==> src/rtl/spi_dispatch_pkg.sv <==
`default_nettype none
// ============================================================================
//  Module      : spi_dispatch_pkg
//  Description : Shared types and constants for the SPI operation dispatcher.
//                Holds the FSM state and target encodings, the opcode map,
//                the serial frame lengths and the opcode router.
//  Revision    : 1.0  initial release
// ============================================================================
package spi_dispatch_pkg;

  // Dispatcher FSM states
  typedef enum logic [2:0] {
    ST_IDLE      = 3'd0,
    ST_SHIFT_OUT = 3'd1,
    ST_TURN      = 3'd2,
    ST_SHIFT_IN  = 3'd3,
    ST_RESP      = 3'd4
  } state_t;

  // Remote slave that services an opcode
  typedef enum logic [1:0] {
    TGT_ALU  = 2'd0,
    TGT_MUL  = 2'd1,
    TGT_BAS  = 2'd2,
    TGT_NONE = 2'd3
  } target_t;

  // Opcode map
  localparam logic [3:0] c_OP_ALU_FIRST = 4'h0;
  localparam logic [3:0] c_OP_ALU_LAST  = 4'h5;
  localparam logic [3:0] c_OP_BAS_FIRST = 4'h6;
  localparam logic [3:0] c_OP_BAS_LAST  = 4'h7;
  localparam logic [3:0] c_OP_MUL       = 4'h9;

  // Frame geometry: command = {op, a, b}, response = 32-bit result
  localparam int unsigned c_FRAME_OUT_BITS = 68;
  localparam int unsigned c_FRAME_IN_BITS  = 32;
  localparam int unsigned c_BIT_CNT_W      = 7;

  // Route an opcode to the slave that implements it
  function automatic target_t decode_target(input logic [3:0] op);
    target_t t;
    t = TGT_NONE;
    if (op >= c_OP_ALU_FIRST && op <= c_OP_ALU_LAST) begin
      t = TGT_ALU;
    end else if (op >= c_OP_BAS_FIRST && op <= c_OP_BAS_LAST) begin
      t = TGT_BAS;
    end else if (op == c_OP_MUL) begin
      t = TGT_MUL;
    end
    return t;
  endfunction

  // Active-high select mask for a target: bit0 ALU, bit1 MUL, bit2 BAS
  function automatic logic [2:0] target_sel_mask(input target_t t);
    logic [2:0] m;
    case (t)
      TGT_ALU: m = 3'b001;
      TGT_MUL: m = 3'b010;
      TGT_BAS: m = 3'b100;
      default: m = 3'b000;
    endcase
    return m;
  endfunction

endpackage
`default_nettype wire

==> src/rtl/spi_sclk_gen.sv <==
`default_nettype none
// ============================================================================
//  Module      : spi_sclk_gen
//  Description : Serial clock generator. Divides clk by CLK_DIV per half
//                period and emits single-cycle strobes marking the clk edge
//                at which sclk rises or falls. While disabled the divider is
//                held in its idle phase (sclk low). i_quiet keeps the pin low
//                while the strobes keep running, so idle bit periods can be
//                timed without toggling the line.
//  Revision    : 1.0  initial release
// ============================================================================
module spi_sclk_gen #(
  parameter int unsigned CLK_DIV = 1
) (
  input  logic clk,
  input  logic rst,
  input  logic i_en,
  input  logic i_quiet,
  output logic o_sclk,
  output logic o_rise,
  output logic o_fall
);

  localparam int unsigned c_CNT_W = (CLK_DIV > 1) ? $clog2(CLK_DIV) : 1;
  localparam logic [c_CNT_W-1:0] c_LAST = c_CNT_W'(CLK_DIV - 1);

  logic [c_CNT_W-1:0] r_div_cnt;
  logic               r_phase;
  logic               w_tick;

  assign w_tick = i_en && (r_div_cnt == c_LAST);
  assign o_rise = w_tick && !r_phase;
  assign o_fall = w_tick && r_phase;
  assign o_sclk = r_phase && !i_quiet;

  // Half-period divider; the phase flips every CLK_DIV enabled cycles
  always_ff @(posedge clk) begin
    if (rst || !i_en) begin
      r_div_cnt <= '0;
      r_phase   <= 1'b0;
    end else if (w_tick) begin
      r_div_cnt <= '0;
      r_phase   <= ~r_phase;
    end else begin
      r_div_cnt <= r_div_cnt + 1'b1;
    end
  end

endmodule
`default_nettype wire

==> src/rtl/spi_op_dispatcher.sv <==
`default_nettype none
// ============================================================================
//  Module      : spi_op_dispatcher
//  Description : Accepts an {op, a, b} request, routes it to one of three SPI
//                slaves (ALU, multiplier, barrel shifter), sends the 68-bit
//                command frame, waits a turnaround gap, reads back a 32-bit
//                result and presents it on a valid/ready response port.
//                Illegal opcodes are answered immediately with an error flag.
//  Revision    : 1.0  initial release
// ============================================================================
module spi_op_dispatcher
  import spi_dispatch_pkg::*;
#(
  parameter int unsigned CLK_DIV    = 1,
  parameter int unsigned TURNAROUND = 4
) (
  input  logic        clk,
  input  logic        rst,
  input  logic        i_req_valid,
  output logic        o_req_ready,
  input  logic [3:0]  i_req_op,
  input  logic [31:0] i_req_a,
  input  logic [31:0] i_req_b,
  output logic        o_rsp_valid,
  input  logic        i_rsp_ready,
  output logic [31:0] o_rsp_data,
  output logic        o_rsp_err,
  output logic        o_sclk,
  output logic        o_mosi,
  output logic [2:0]  o_cs_n,
  input  logic [2:0]  i_miso,
  output logic        o_busy
);

  localparam logic [c_BIT_CNT_W-1:0] c_OUT_LAST  = c_BIT_CNT_W'(c_FRAME_OUT_BITS - 1);
  localparam logic [c_BIT_CNT_W-1:0] c_TURN_LAST = c_BIT_CNT_W'(TURNAROUND - 1);
  localparam logic [c_BIT_CNT_W-1:0] c_IN_DONE   = c_BIT_CNT_W'(c_FRAME_IN_BITS);

  state_t                 r_state;
  state_t                 w_next_state;
  target_t                r_target;
  logic [67:0]            r_frame;
  logic [31:0]            r_rx;
  logic [c_BIT_CNT_W-1:0] r_bit_cnt;
  logic [31:0]            r_rsp_data;
  logic                   r_rsp_err;

  target_t                w_req_target;
  logic                   w_req_legal;
  logic                   w_accept;
  logic                   w_in_done;
  logic                   w_sclk_en;
  logic                   w_sclk_quiet;
  logic                   w_rise;
  logic                   w_fall;
  logic                   w_miso_bit;

  assign w_req_target = decode_target(i_req_op);
  assign w_req_legal  = (w_req_target != TGT_NONE);
  assign w_accept     = i_req_valid && (r_state == ST_IDLE);
  // All 32 response bits are in; the following edge closes the transaction
  assign w_in_done    = (r_state == ST_SHIFT_IN) && (r_bit_cnt == c_IN_DONE);

  assign o_rsp_data   = r_rsp_data;
  assign o_rsp_err    = r_rsp_err;

  spi_sclk_gen #(
    .CLK_DIV (CLK_DIV)
  ) u_sclk_gen (
    .clk     (clk),
    .rst     (rst),
    .i_en    (w_sclk_en),
    .i_quiet (w_sclk_quiet),
    .o_sclk  (o_sclk),
    .o_rise  (w_rise),
    .o_fall  (w_fall)
  );

  // Pick the miso line of the slave owning the current transaction
  always_comb begin
    w_miso_bit = 1'b0;
    case (r_target)
      TGT_ALU: w_miso_bit = i_miso[0];
      TGT_MUL: w_miso_bit = i_miso[1];
      TGT_BAS: w_miso_bit = i_miso[2];
      default: w_miso_bit = 1'b0;
    endcase
  end

  // State register
  always_ff @(posedge clk) begin
    if (rst) begin
      r_state <= ST_IDLE;
    end else begin
      r_state <= w_next_state;
    end
  end

  // Next-state logic; every serial phase ends on the falling sclk strobe
  always_comb begin
    w_next_state = r_state;
    case (r_state)
      ST_IDLE: begin
        if (w_accept) begin
          w_next_state = w_req_legal ? ST_SHIFT_OUT : ST_RESP;
        end
      end
      ST_SHIFT_OUT: begin
        if (w_fall && (r_bit_cnt == c_OUT_LAST)) begin
          w_next_state = ST_TURN;
        end
      end
      ST_TURN: begin
        if (w_fall && (r_bit_cnt == c_TURN_LAST)) begin
          w_next_state = ST_SHIFT_IN;
        end
      end
      ST_SHIFT_IN: begin
        if (w_in_done) begin
          w_next_state = ST_RESP;
        end
      end
      ST_RESP: begin
        if (i_rsp_ready) begin
          w_next_state = ST_IDLE;
        end
      end
      default: w_next_state = ST_IDLE;
    endcase
  end

  // Moore outputs decoded from the current state
  always_comb begin
    o_req_ready  = 1'b0;
    o_rsp_valid  = 1'b0;
    o_busy       = 1'b1;
    o_cs_n       = 3'b111;
    o_mosi       = 1'b0;
    w_sclk_en    = 1'b0;
    w_sclk_quiet = 1'b0;
    case (r_state)
      ST_IDLE: begin
        o_req_ready = 1'b1;
        o_busy      = 1'b0;
      end
      ST_SHIFT_OUT: begin
        o_cs_n    = ~target_sel_mask(r_target);
        o_mosi    = r_frame[67];
        w_sclk_en = 1'b1;
      end
      ST_TURN: begin
        o_cs_n       = ~target_sel_mask(r_target);
        w_sclk_en    = 1'b1;
        w_sclk_quiet = 1'b1;
      end
      ST_SHIFT_IN: begin
        o_cs_n    = ~target_sel_mask(r_target);
        w_sclk_en = !w_in_done;
      end
      ST_RESP: begin
        o_rsp_valid = 1'b1;
      end
      default: begin
        o_busy = 1'b1;
      end
    endcase
  end

  // Bit/period counter: cleared on every state change, counts sclk periods
  always_ff @(posedge clk) begin
    if (rst) begin
      r_bit_cnt <= '0;
    end else if (w_next_state != r_state) begin
      r_bit_cnt <= '0;
    end else if (w_fall && (r_state == ST_SHIFT_OUT || r_state == ST_TURN ||
                            r_state == ST_SHIFT_IN)) begin
      r_bit_cnt <= r_bit_cnt + 1'b1;
    end
  end

  // Command frame, target latch and receive shifter
  always_ff @(posedge clk) begin
    if (rst) begin
      r_target <= TGT_NONE;
      r_frame  <= '0;
      r_rx     <= '0;
    end else if (w_accept) begin
      r_target <= w_req_target;
      r_frame  <= w_req_legal ? {i_req_op, i_req_a, i_req_b} : 68'd0;
      r_rx     <= '0;
    end else begin
      // mosi advances on the falling strobe so it only moves while sclk is low
      if (r_state == ST_SHIFT_OUT && w_fall) begin
        r_frame <= {r_frame[66:0], 1'b0};
      end
      // sample the slave on the rising strobe, MSB first
      if (r_state == ST_SHIFT_IN && w_rise) begin
        r_rx <= {r_rx[30:0], w_miso_bit};
      end
    end
  end

  // Response registers, frozen for the whole RESP state
  always_ff @(posedge clk) begin
    if (rst) begin
      r_rsp_data <= '0;
      r_rsp_err  <= 1'b0;
    end else if (w_accept) begin
      r_rsp_data <= '0;
      r_rsp_err  <= !w_req_legal;
    end else if (w_in_done) begin
      r_rsp_data <= r_rx;
      r_rsp_err  <= 1'b0;
    end
  end

endmodule
`default_nettype wire

==> config.mk <==
export PLATFORM = sky130hd
export DESIGN_NAME = spi_op_dispatcher
export DESIGN_NICKNAME = d
export VERILOG_FILES = /design/src/rtl/spi_dispatch_pkg.sv /design/src/rtl/spi_sclk_gen.sv /design/src/rtl/spi_op_dispatcher.sv
export SDC_FILE = /design/constraint.sdc
export NUM_CORES = 1
export LEC_CHECK = 0
export CAP_MARGIN = 10
export CORE_MARGIN = 8
export CORE_UTILIZATION = 45
export CTS_BUF_LIST = sky130_fd_sc_hd__clkbuf_2 sky130_fd_sc_hd__clkbuf_4 sky130_fd_sc_hd__clkbuf_8
export DETAILED_ROUTE_END_ITERATION = 10
export PLACE_DENSITY = 0.69
export SETUP_SLACK_MARGIN = 0.4
export SLEW_MARGIN = 20
export SYNTH_ARGS = -nofsm -noshare
export SYNTH_HDL_FRONTEND = slang
export SYNTH_HIERARCHICAL = 1
export SYNTH_SLANG_ARGS = --single-unit
==> constraint.sdc <==
create_clock -name clk -period 2.35 [get_ports clk]
set_input_delay 0.3525 -clock clk [delete_from_list [all_inputs] [get_ports clk]]
set_output_delay 0.3525 -clock clk [all_outputs]
set_load 0.05 [all_outputs]
==> out/qor.yml, run 1 <==
drt:
  wl_um: 16800
  ant_nets: 0
  post-route-drc-count: 0
  dr.first_iter.drc_count: 437
  wire_per_inst_um: 16.3
  drt-pass1-iter-count: 5
  vias_per_cell: 5.46
  vias: 5606
yosys:
  syn_nets: 786
  synthCells: 709
  synth_top_family_by_area: "simple AND/OR/NAND/NOR gates"
  yosys.area.top_type: "dfxtp_1"
  synthSimpleGateAreaFrac_pct: 26.3
  synth.ff_latch_count: 147
  yosys-top-cells-area: "dfxtp_1, a221oi_2, nor3_2, nand2_1, a21oi_1"
  synth_edf_count: 0
  synthXorXnorAreaFrac_pct: 0.922
  yosysSeqAreaShare_pct: 44.3
  synth_ff_type: "dfxtp_1"
  avgSynthCellArea_um2: 9.38
  synth_fa_ha_area_share_pct: 0.376
  yosys.area.top_type_share_pct: 44.3
  ys_warn_count: 6
  async_flop_share_pct: 0
  synth_compound_area_share_pct: 20.7
  synthDistinctLibCells: 49
  syn_area_um2: 6650
  synthMuxAreaShare_pct: 0.621
clocking:
  cts.sinks: 147
  tritoncts: "built"
  cts_max_level: 4
  cts_made_buffers: 17
  hold_buffers: 0
  cts_buffer_depth: 2
  cts_root_buffer: "clkbuf_8"
  insertion_delay_ns: 0.45
  path_clk_slew_ns: 0.08
grt:
  grt_pass1_wl_um: 26700
  gr-total-overflow: 0
  grt_usage_pct: 17.7
  grt_antenna_before_repair: 0
  grt_max_degree: 67
  grt_pass1_vias: 5470
pwr:
  ir_drop_uv: 406
  powerDensity_nw_per_um2: 671
  p_int_mw: 4.31
  leakage_nw: 3.33
  power_switching_share_pct: 28.6
  power.share.clock_pct: 34.2
  combPwrFrac_pct: 20.4
  power_frac_seq_pct: 45.3
  power.net_switching_mw: 1.73
worst_setup_path:
  rr_worst_depth: 10
  crit_type: "reg2reg"
  r2r-start: "r_bit_cnt[0]"
  cpPeakStageDelay_ns: 0.38
  path_cells: "inv_2, ha_4, and4b_1, a31oi_2, and3b_2, mux2i_1, or3_4, buf_12, a221oi_2, nor3_2"
  slowest_stage: "or3_4"
  end_kind: "flop"
  cp_max_fo: 34
  r2r-end: "r_frame[18]"
  crit_path_start_kind: "flop"
  arrival_ns: 2.64
  r2r_slack_ns: 0.03
  crit_start: "r_bit_cnt[0]"
  cp.required_ns: 2.67
floorplan:
  ioPinCount: 116
  die_w_um: 138
  die_h_um: 138
  rows: 44
  core-area_um2: 14500
  start_util_pct: 45.9
  dieArea_um2: 18900
sta:
  holdWs_ns: 0.197
  max_freq_mhz: 432
  finalHoldViolations: 0
  worstMarginPinSlew_ns: 0.515
  finClkSkew_ns: 0.0129
  slew_violations: 0
  tns_ns: 0
  finalCritPeriodShare_pct: 98.5
  setup_viol: 0
  rsz0062_at_grt: "true"
  min_period_ns: 2.32
  slew_headroom_pct: 65.8
cells_and_area:
  fill_cells: 1210
  area_delta_synth_final_pct: 35.4
  diodes: 0
  multi_input_area_um2: 3560
  finalNetCount: 908
  fin_area_um2: 9000
  drive_above_1_share_pct: 29.4
  seqCellArea_um2: 2950
placement:
  place_hpwl_um: 10500
  place.gp.congestion: 0.768
  dpl-instance-area_um2: 7980
  port_buffers: 115
worst_hold_path:
  hold_start: "rst"
  min_path_cells: 2
  hold_end: "r_state[0]"
  hold_path_class: "in2reg"
run_status:
  status: "finished clean"
job:
  cap_violations: 0
## logic make-up after synthesis
kind of cell | after synthesis
simple gates | 330
compound gates | 149
flops | 147
buf+inv | 69
xor+xnor | 7
mux | 4
fa+ha+maj | 2
other cells | 1
## sequential cells by signal, indices dropped and copies added, names as in the netlist
| register | count |
|---|---|
| u_sclk_gen/r_div_cnt | 1 |
| r_rx | 32 |
| r_frame | 68 |
| r_state | 3 |
| o_rsp_err | 1 |
| r_bit_cnt | 7 |
| u_sclk_gen/r_phase | 1 |
| r_target | 2 |
| o_rsp_data | 32 |
## repair_timing
| item | CTS | global route |
|---|---|---|
| hold endpoints to repair | 0 | 0 |
| pin swaps | 5 | 11 |
| resized for setup | 71 | 34 |
| setup buffers | 7 | 11 |
| endpoints found under the setup margin | 179 | 146 |
| gates cloned | 5 | 1 |
## layout by cell type, fill, tap and decap left out, types with 10 or more instances in the layout
cell,instances
a21oi_1,66
a221oi_2,56
buf_12,14
buf_4,31
buf_6,10
clkbuf_8,19
clkdlybuf4s50_1,73
dfxtp_1,143
dlygate4sd2_1,33
nand2_1,134
nand3_1,10
nor2_1,72
nor3_1,17
nor3_2,58
## cell type report
cell class,count,area share (%)
multi-input cells,493,39.6
inverters,4,0.167
well taps,184,2.56
flip-flops and latches,147,32.8
repair buffers,168,20.3
clock inverters,12,1.74
clock buffers,19,2.90
## power by group through the flow
stage          Combinational, mW  Sequential, mW  Clock [mW]
3_3_place_gp                1.02            2.78           0
2_1_floorplan              0.792            2.77           0
3_5_place_dp                1.05            2.78           0
5_1_grt                     1.33            2.75        2.24
4_1_cts                     1.18            2.73        2.12
6_report                    1.23            2.74        2.07
## through the flow
stage                     instances  utilization (%)  power [mW]  setup slack, ns
after floorplan                 709                -        3.56         -0.00696
after global placement          972             55.1        3.80           0.0641
after detailed placement        972             55.1        3.83           0.0288
after CTS                      1015             60.1        6.03           0.0761
after global routing           1027             62.2        6.32          -0.0452
final                          1027             62.2        6.04           0.0342
## how the worst max path moves through the flow
stage | to | slack (ns) | cells after the start
floorplan | r_frame[28] | -0.007 | 13
global placement | r_rx[0] | 0.06 | 6
detailed placement | o_rsp_data[3] | 0.03 | 6
CTS | r_frame[5] | 0.08 | 10
global route | r_frame[24] | -0.05 | 10
finish | r_frame[18] | 0.03 | 10
## layer usage
layer	part of all wire [%]	global-route usage, %	wire (µm)
met5	0	0	0
met1	43	21.4	7140
met4	1.8	7.18	301
met3	5.0	4.49	834
met2	51	29.5	8510
## cells in the mapped netlist (6+ instances only)
library cell  instances
nor3_1               25
a221oi_2             52
buf_6                 9
a221oi_1             14
xor2_1                6
buf_12                6
buf_2                22
nor3_2               51
a21oi_1              68
dfxtp_1             147
nand3_1              10
nand2_1             134
nor2_1               74
clkbuf_1             27
## critical path, delay by kind of cell, from the launching register on
family,cells,cell delay [ns]
fa+ha+maj,1,0.15
buf+inv,2,0.26
mux,1,0.09
compound gates,2,0.41
simple gates,4,0.91
flops,1,0.34
No activity file was read; power rests on OpenSTA's default activity.
==> inputs of run 2 (changes only) <==
--- a/config.mk
+++ b/config.mk
@@ -6,11 +6,13 @@
 export NUM_CORES = 1
 export LEC_CHECK = 0
 export CAP_MARGIN = 10
+export CELL_PAD_IN_SITES_DETAIL_PLACEMENT = 0
+export CELL_PAD_IN_SITES_GLOBAL_PLACEMENT = 2
 export CORE_MARGIN = 8
-export CORE_UTILIZATION = 45
+export CORE_UTILIZATION = 30
 export CTS_BUF_LIST = sky130_fd_sc_hd__clkbuf_2 sky130_fd_sc_hd__clkbuf_4 sky130_fd_sc_hd__clkbuf_8
 export DETAILED_ROUTE_END_ITERATION = 10
-export PLACE_DENSITY = 0.69
+export PLACE_DENSITY = 0.74
 export SETUP_SLACK_MARGIN = 0.4
 export SLEW_MARGIN = 20
 export SYNTH_ARGS = -nofsm -noshare
==> out/qor.yml, run 2 (synthesis gave the netlist of run 1 again) <==
run_status:
  status: "finished clean"
cells_and_area:
  finalNetCount: 914
  fin_area_um2: 9230
  final_cell_mix: "dfxtp_1, nand2_1, clkdlybuf4s50_1"
  diodes: 0
  drive_above_1_share_pct: 30.0
  finish.utilization_pct: 42.3
  largest_reg_flops: 68
  largest-register: "r_frame"
  layout_commonest_cell: "dfxtp_1"
  area_delta_synth_final_pct: 38.8
clocking:
  cts_made_buffers: 17
  cts_buffer_depth: 2
  cts_root_buffer: "clkbuf_8"
  cts.sinks: 147
  cts_max_level: 4
  insertion_delay_ns: 0.44
  hold_buffers: 0
  path_clk_slew_ns: 0.09
  tritoncts: "built"
pwr:
  p_int_mw: 4.29
  powerDensity_nw_per_um2: 660
  combPwrFrac_pct: 21.3
  power.net_switching_mw: 1.80
  ir_drop_uv: 288
  leakage_nw: 3.42
  power.share.clock_pct: 33.7
  power_switching_share_pct: 29.6
  power_frac_seq_pct: 45.0
floorplan:
  die_w_um: 165
  core-area_um2: 21800
  start_util_pct: 30.5
  dieArea_um2: 27200
  rows: 54
  die_h_um: 165
  ioPinCount: 116
worst_setup_path:
  slowest_stage: "or3_4"
  end_kind: "flop"
  cp_max_fo: 7
  crit_family: "simple AND/OR/NAND/NOR gates"
  path_cells: "inv_2, ha_4, and4b_1, a31oi_1, and3b_1, mux2i_1, or3_4, bufbuf_16, a221oi_2, nor3_2"
  arrival_ns: 2.62
  crit_type: "reg2reg"
  crit_path_start_kind: "flop"
  rr_worst_depth: 10
  crit_buf_inv: 2
  cpPeakStageDelay_ns: 0.41
  cp.required_ns: 2.67
  worstSetupPathDepth: 10
sta:
  max_freq_mhz: 435
  finalHoldViolations: 0
  finalCritPeriodShare_pct: 97.7
  rsz0062_at_grt: "true"
  slew_violations: 0
  setup_viol: 0
  min_period_ns: 2.30
  finClkSkew_ns: 0.0113
drt:
  vias: 5535
  drt-pass1-iter-count: 4
  ant_nets: 0
  post-route-drc-count: 0
  wire_per_inst_um: 16.2
  vias_per_cell: 4.90
  wl_um: 18300
  dr.first_iter.drc_count: 285
placement:
  place.gp.congestion: 0.755
  port_buffers: 115
  place_hpwl_um: 11600
  dpl-instance-area_um2: 8220
grt:
  grt_usage_pct: 13.1
  gr-total-overflow: 0
  grt_pass1_vias: 5448
  grt_max_degree: 68
  grt_antenna_before_repair: 0
  grt_pass1_wl_um: 28500
worst_hold_path:
  hold_path_class: "in2reg"
  min_path_cells: 2
job:
  cap_violations: 0
[run 2: changes by cell type in the layout (fill, tap and decap cells not counted), moves of 3 or more]
cell,delta
nor2_1,-9
nor2_2,+9
buf_12,+8
nor3_1,+6
nor3_2,-6
a221oi_4,-5
buf_6,-5
a221oi_1,+3
clkbuf_16,+3
[run 2: per-layer routing]
metal  part of all wire [%]  vias up  track usage, %
li1                       -     2776               -
met1                     45     2669            16.6
met2                     50       84            21.8
met3                    4.0        6            3.34
met4                   0.42        0            3.69
met5                      0        -               0
[run 2: power groups by stage]
| stage | sequential [mW] | combinational (mW) | clock (mW) |
|---|---|---|---|
| 4_1_cts | 2.73 | 1.21 | 2.13 |
| 5_1_grt | 2.76 | 1.40 | 2.25 |
| 3_5_place_dp | 2.79 | 1.12 | 0 |
| 3_3_place_gp | 2.78 | 1.09 | 0 |
| 2_1_floorplan | 2.77 | 0.792 | 0 |
| 6_report | 2.74 | 1.30 | 2.06 |
[run 2: cell type report]
| class | instances | area, µm² |
|---|---|---|
| repair buffers | 174 | 2030 |
| multi-input cells | 493 | 3470 |
| inverters | 4 | 18.8 |
| flip-flops and latches | 147 | 2950 |
| clock inverters | 13 | 150 |
| fillers | 2146 | 12600 |
| well taps | 280 | 350 |
| clock buffers | 19 | 262 |
[run 2: final timing paths]
check                  from        endpoint  slack [ns]
max reg2reg    r_bit_cnt[0]     r_frame[43]        0.05
min reg2reg  o_rsp_data[25]  o_rsp_data[25]        0.45
max            r_bit_cnt[0]     r_frame[43]        0.05
min                     rst      r_state[1]        0.19
[run 2: what timing repair did]
item	CTS	global route
pin swaps	3	15
setup endpoints to repair	149	122
cloned	5	4
buffers inserted	7	6
hold endpoints to repair	0	0
resized for setup	67	31
[run 2: worst register-to-register path: cells and delay by family (launching register included)]
kind / cells / cell delay, ns
muxes: 1 / 0.09
buffers and inverters: 2 / 0.36
and+or+nand+nor: 4 / 0.87
AOI/OAI and AO/OA: 2 / 0.37
DFF: 1 / 0.34
adders and majority gates: 1 / 0.14
[run 2: metrics by stage]
step	hold WS, ns	TNS [ns]	cells	worst slack, ns	total power, mW
2_1_floorplan	0.422	-0.181	709	-0.00696	3.56
3_3_place_gp	0.445	0	1076	0.0754	3.87
3_5_place_dp	0.450	0	1076	0.0133	3.91
4_1_cts	0.148	0	1120	0.0509	6.07
5_1_grt	0.152	-0.372	1130	-0.0367	6.41
6_report	0.191	0	1130	0.0537	6.09
==> inputs of run 3 (changes only) <==
--- a/config.mk
+++ b/config.mk
@@ -8,6 +8,7 @@
 export CAP_MARGIN = 10
 export CELL_PAD_IN_SITES_DETAIL_PLACEMENT = 0
 export CELL_PAD_IN_SITES_GLOBAL_PLACEMENT = 2
+export CORE_ASPECT_RATIO = 0.6
 export CORE_MARGIN = 8
 export CORE_UTILIZATION = 30
 export CTS_BUF_LIST = sky130_fd_sc_hd__clkbuf_2 sky130_fd_sc_hd__clkbuf_4 sky130_fd_sc_hd__clkbuf_8
==> out/qor.yml, run 3 (synthesis gave the netlist of run 1 again) <==
placement:
  place.gp.congestion: 0.747
  place_hpwl_um: 12200
  dpl-instance-area_um2: 8220
  place_ws_ns: -0.141
  port_buffers: 115
sta:
  finalCritPeriodShare_pct: 99.7
  slew_headroom_pct: 59.1
  worstMarginPinSlew_ns: 0.613
  rsz0062_at_grt: "true"
  fin_ws_ns: 0.00686
  finalHoldViolations: 0
  finClkSkew_ns: 0.0185
  slew_violations: 0
  tns_ns: 0
  setup_viol: 0
  max_freq_mhz: 427
  min_period_ns: 2.34
clocking:
  cts_root_buffer: "clkbuf_8"
  cts_max_level: 4
  insertion_delay_ns: 0.46
  cts_made_buffers: 17
  path_clk_slew_ns: 0.09
  tritoncts: "built"
  cts_buffer_depth: 2
  cts.sinks: 147
pwr:
  leakage_nw: 3.99
  total_power_mw: 6.44
  ir_drop_uv: 386
  powerDensity_nw_per_um2: 616
worst_hold_path:
  hold_start: "rst"
  hold_path_class: "in2reg"
grt:
  busiest_layer: "met2"
  grt_antenna_before_repair: 0
  grt_max_degree: 52
  grtUsageMet3_pct: 3.37
  gr-total-overflow: 0
  gr-usage-met1_pct: 18.3
  grt_pass1_wl_um: 30300
  grt_pass1_vias: 5546
  grt_usage_pct: 13.5
  met2_usage_pct: 21.1
cells_and_area:
  layout_commonest_cell: "dfxtp_1"
  drive_above_1_share_pct: 41.7
  fin_area_um2: 10400
  multi_input_area_um2: 4250
  finalNetCount: 945
  largest-register: "r_frame"
  fill_cells: 1999
  largest_reg_flops: 68
  seqCellArea_um2: 2950
  finish.utilization_pct: 47.7
  diodes: 0
  area_delta_synth_final_pct: 57.1
  final_cell_mix: "dfxtp_1, nand2_1, clkdlybuf4s50_1"
floorplan:
  rows: 42
  start_util_pct: 30.3
  dieArea_um2: 27300
  ioPinCount: 116
  die_w_um: 208
  die_h_um: 131
  core-area_um2: 21900
worst_setup_path:
  crit_type: "reg2reg"
  cp.required_ns: 2.66
  crit_start: "r_bit_cnt[0]"
  crit_path_start_kind: "flop"
  cp_max_fo: 5
  end_kind: "flop"
  arrival_ns: 2.66
  r2r-start: "r_bit_cnt[0]"
drt:
  drt-pass1-iter-count: 5
  post-route-drc-count: 0
  ant_nets: 0
  vias_per_cell: 5.02
  dr.first_iter.drc_count: 281
  vias: 5855
  wl_um: 20900
  wire_per_inst_um: 17.9
run_status:
  status: "finished clean"
job:
  cap_violations: 0
[run 3: cell count changes in the layout (fill, tap and decap cells not counted), moves of 8 or more]
| cell | change |
|---|---|
| a21oi_1 | -49 |
| a21oi_2 | +49 |
| a221oi_2 | -23 |
| a221oi_4 | +30 |
| buf_6 | +14 |
| clkbuf_16 | +8 |
| nand2_1 | -22 |
| nand2_4 | +17 |
| nor2_1 | +8 |
| nor2_2 | -9 |
| nor3_1 | -8 |
| nor3_2 | +8 |
[run 3: layer usage]
layer,routed length [µm],part of all wire [%]
met2,9750,47
met4,229,1.1
met5,0,0
met1,10200,49
met3,719,3.4
[run 3: worst max-delay path: stages, from the launching register on]
cell       delay, ns
dfxtp_2         0.34
inv_2           0.05
ha_4            0.15
and4b_2         0.27
a31oi_4         0.16
and3b_2         0.24
mux2i_2         0.09
or3_4           0.45
clkbuf_16       0.21
a221oi_2        0.19
nor3_1          0.08
[run 3: cell type report]
cell class                 instances  area share [%]
sequential                       147            28.3
tap                              286            3.43
timing repair buffer             204            23.6
multi-input combinational        494            40.7
inverter                           4           0.144
clock inverter                    15            1.64
clock buffer                      17            2.24
[run 3: path summary, 6_finish.rpt]
kind,endpoint,depth (start not counted),slack (ns)
worst max-delay path,r_frame[5],10,0.007
worst min-delay path,r_state[1],2,0.22
worst max register to register,r_frame[5],10,0.007
worst min register to register,o_rsp_data[14],2,0.45
[run 3: power by group]
group / internal [mW] / switching [mW]
sequential: 2.63 / 0.126
combinational: 0.804 / 0.810
clock: 0.973 / 1.10
total: 4.41 / 2.03
[run 3: metrics by stage]
stage / std cells / hold WS, ns
after floorplan: 709 / 0.422
after global placement: 1086 / 0.445
after detailed placement: 1086 / 0.446
after CTS: 1130 / 0.177
after global routing: 1167 / 0.183
final: 1167 / 0.218
[run 3: timing repair]
item / CTS / global route
endpoints found under the setup margin: 182 / 148
resized for setup: 70 / 184
buffers inserted: 8 / 19
hold buffers: 0 / 0
pin swaps: 6 / 52
gates cloned: 4 / 18
hold endpoints to repair: 0 / 0
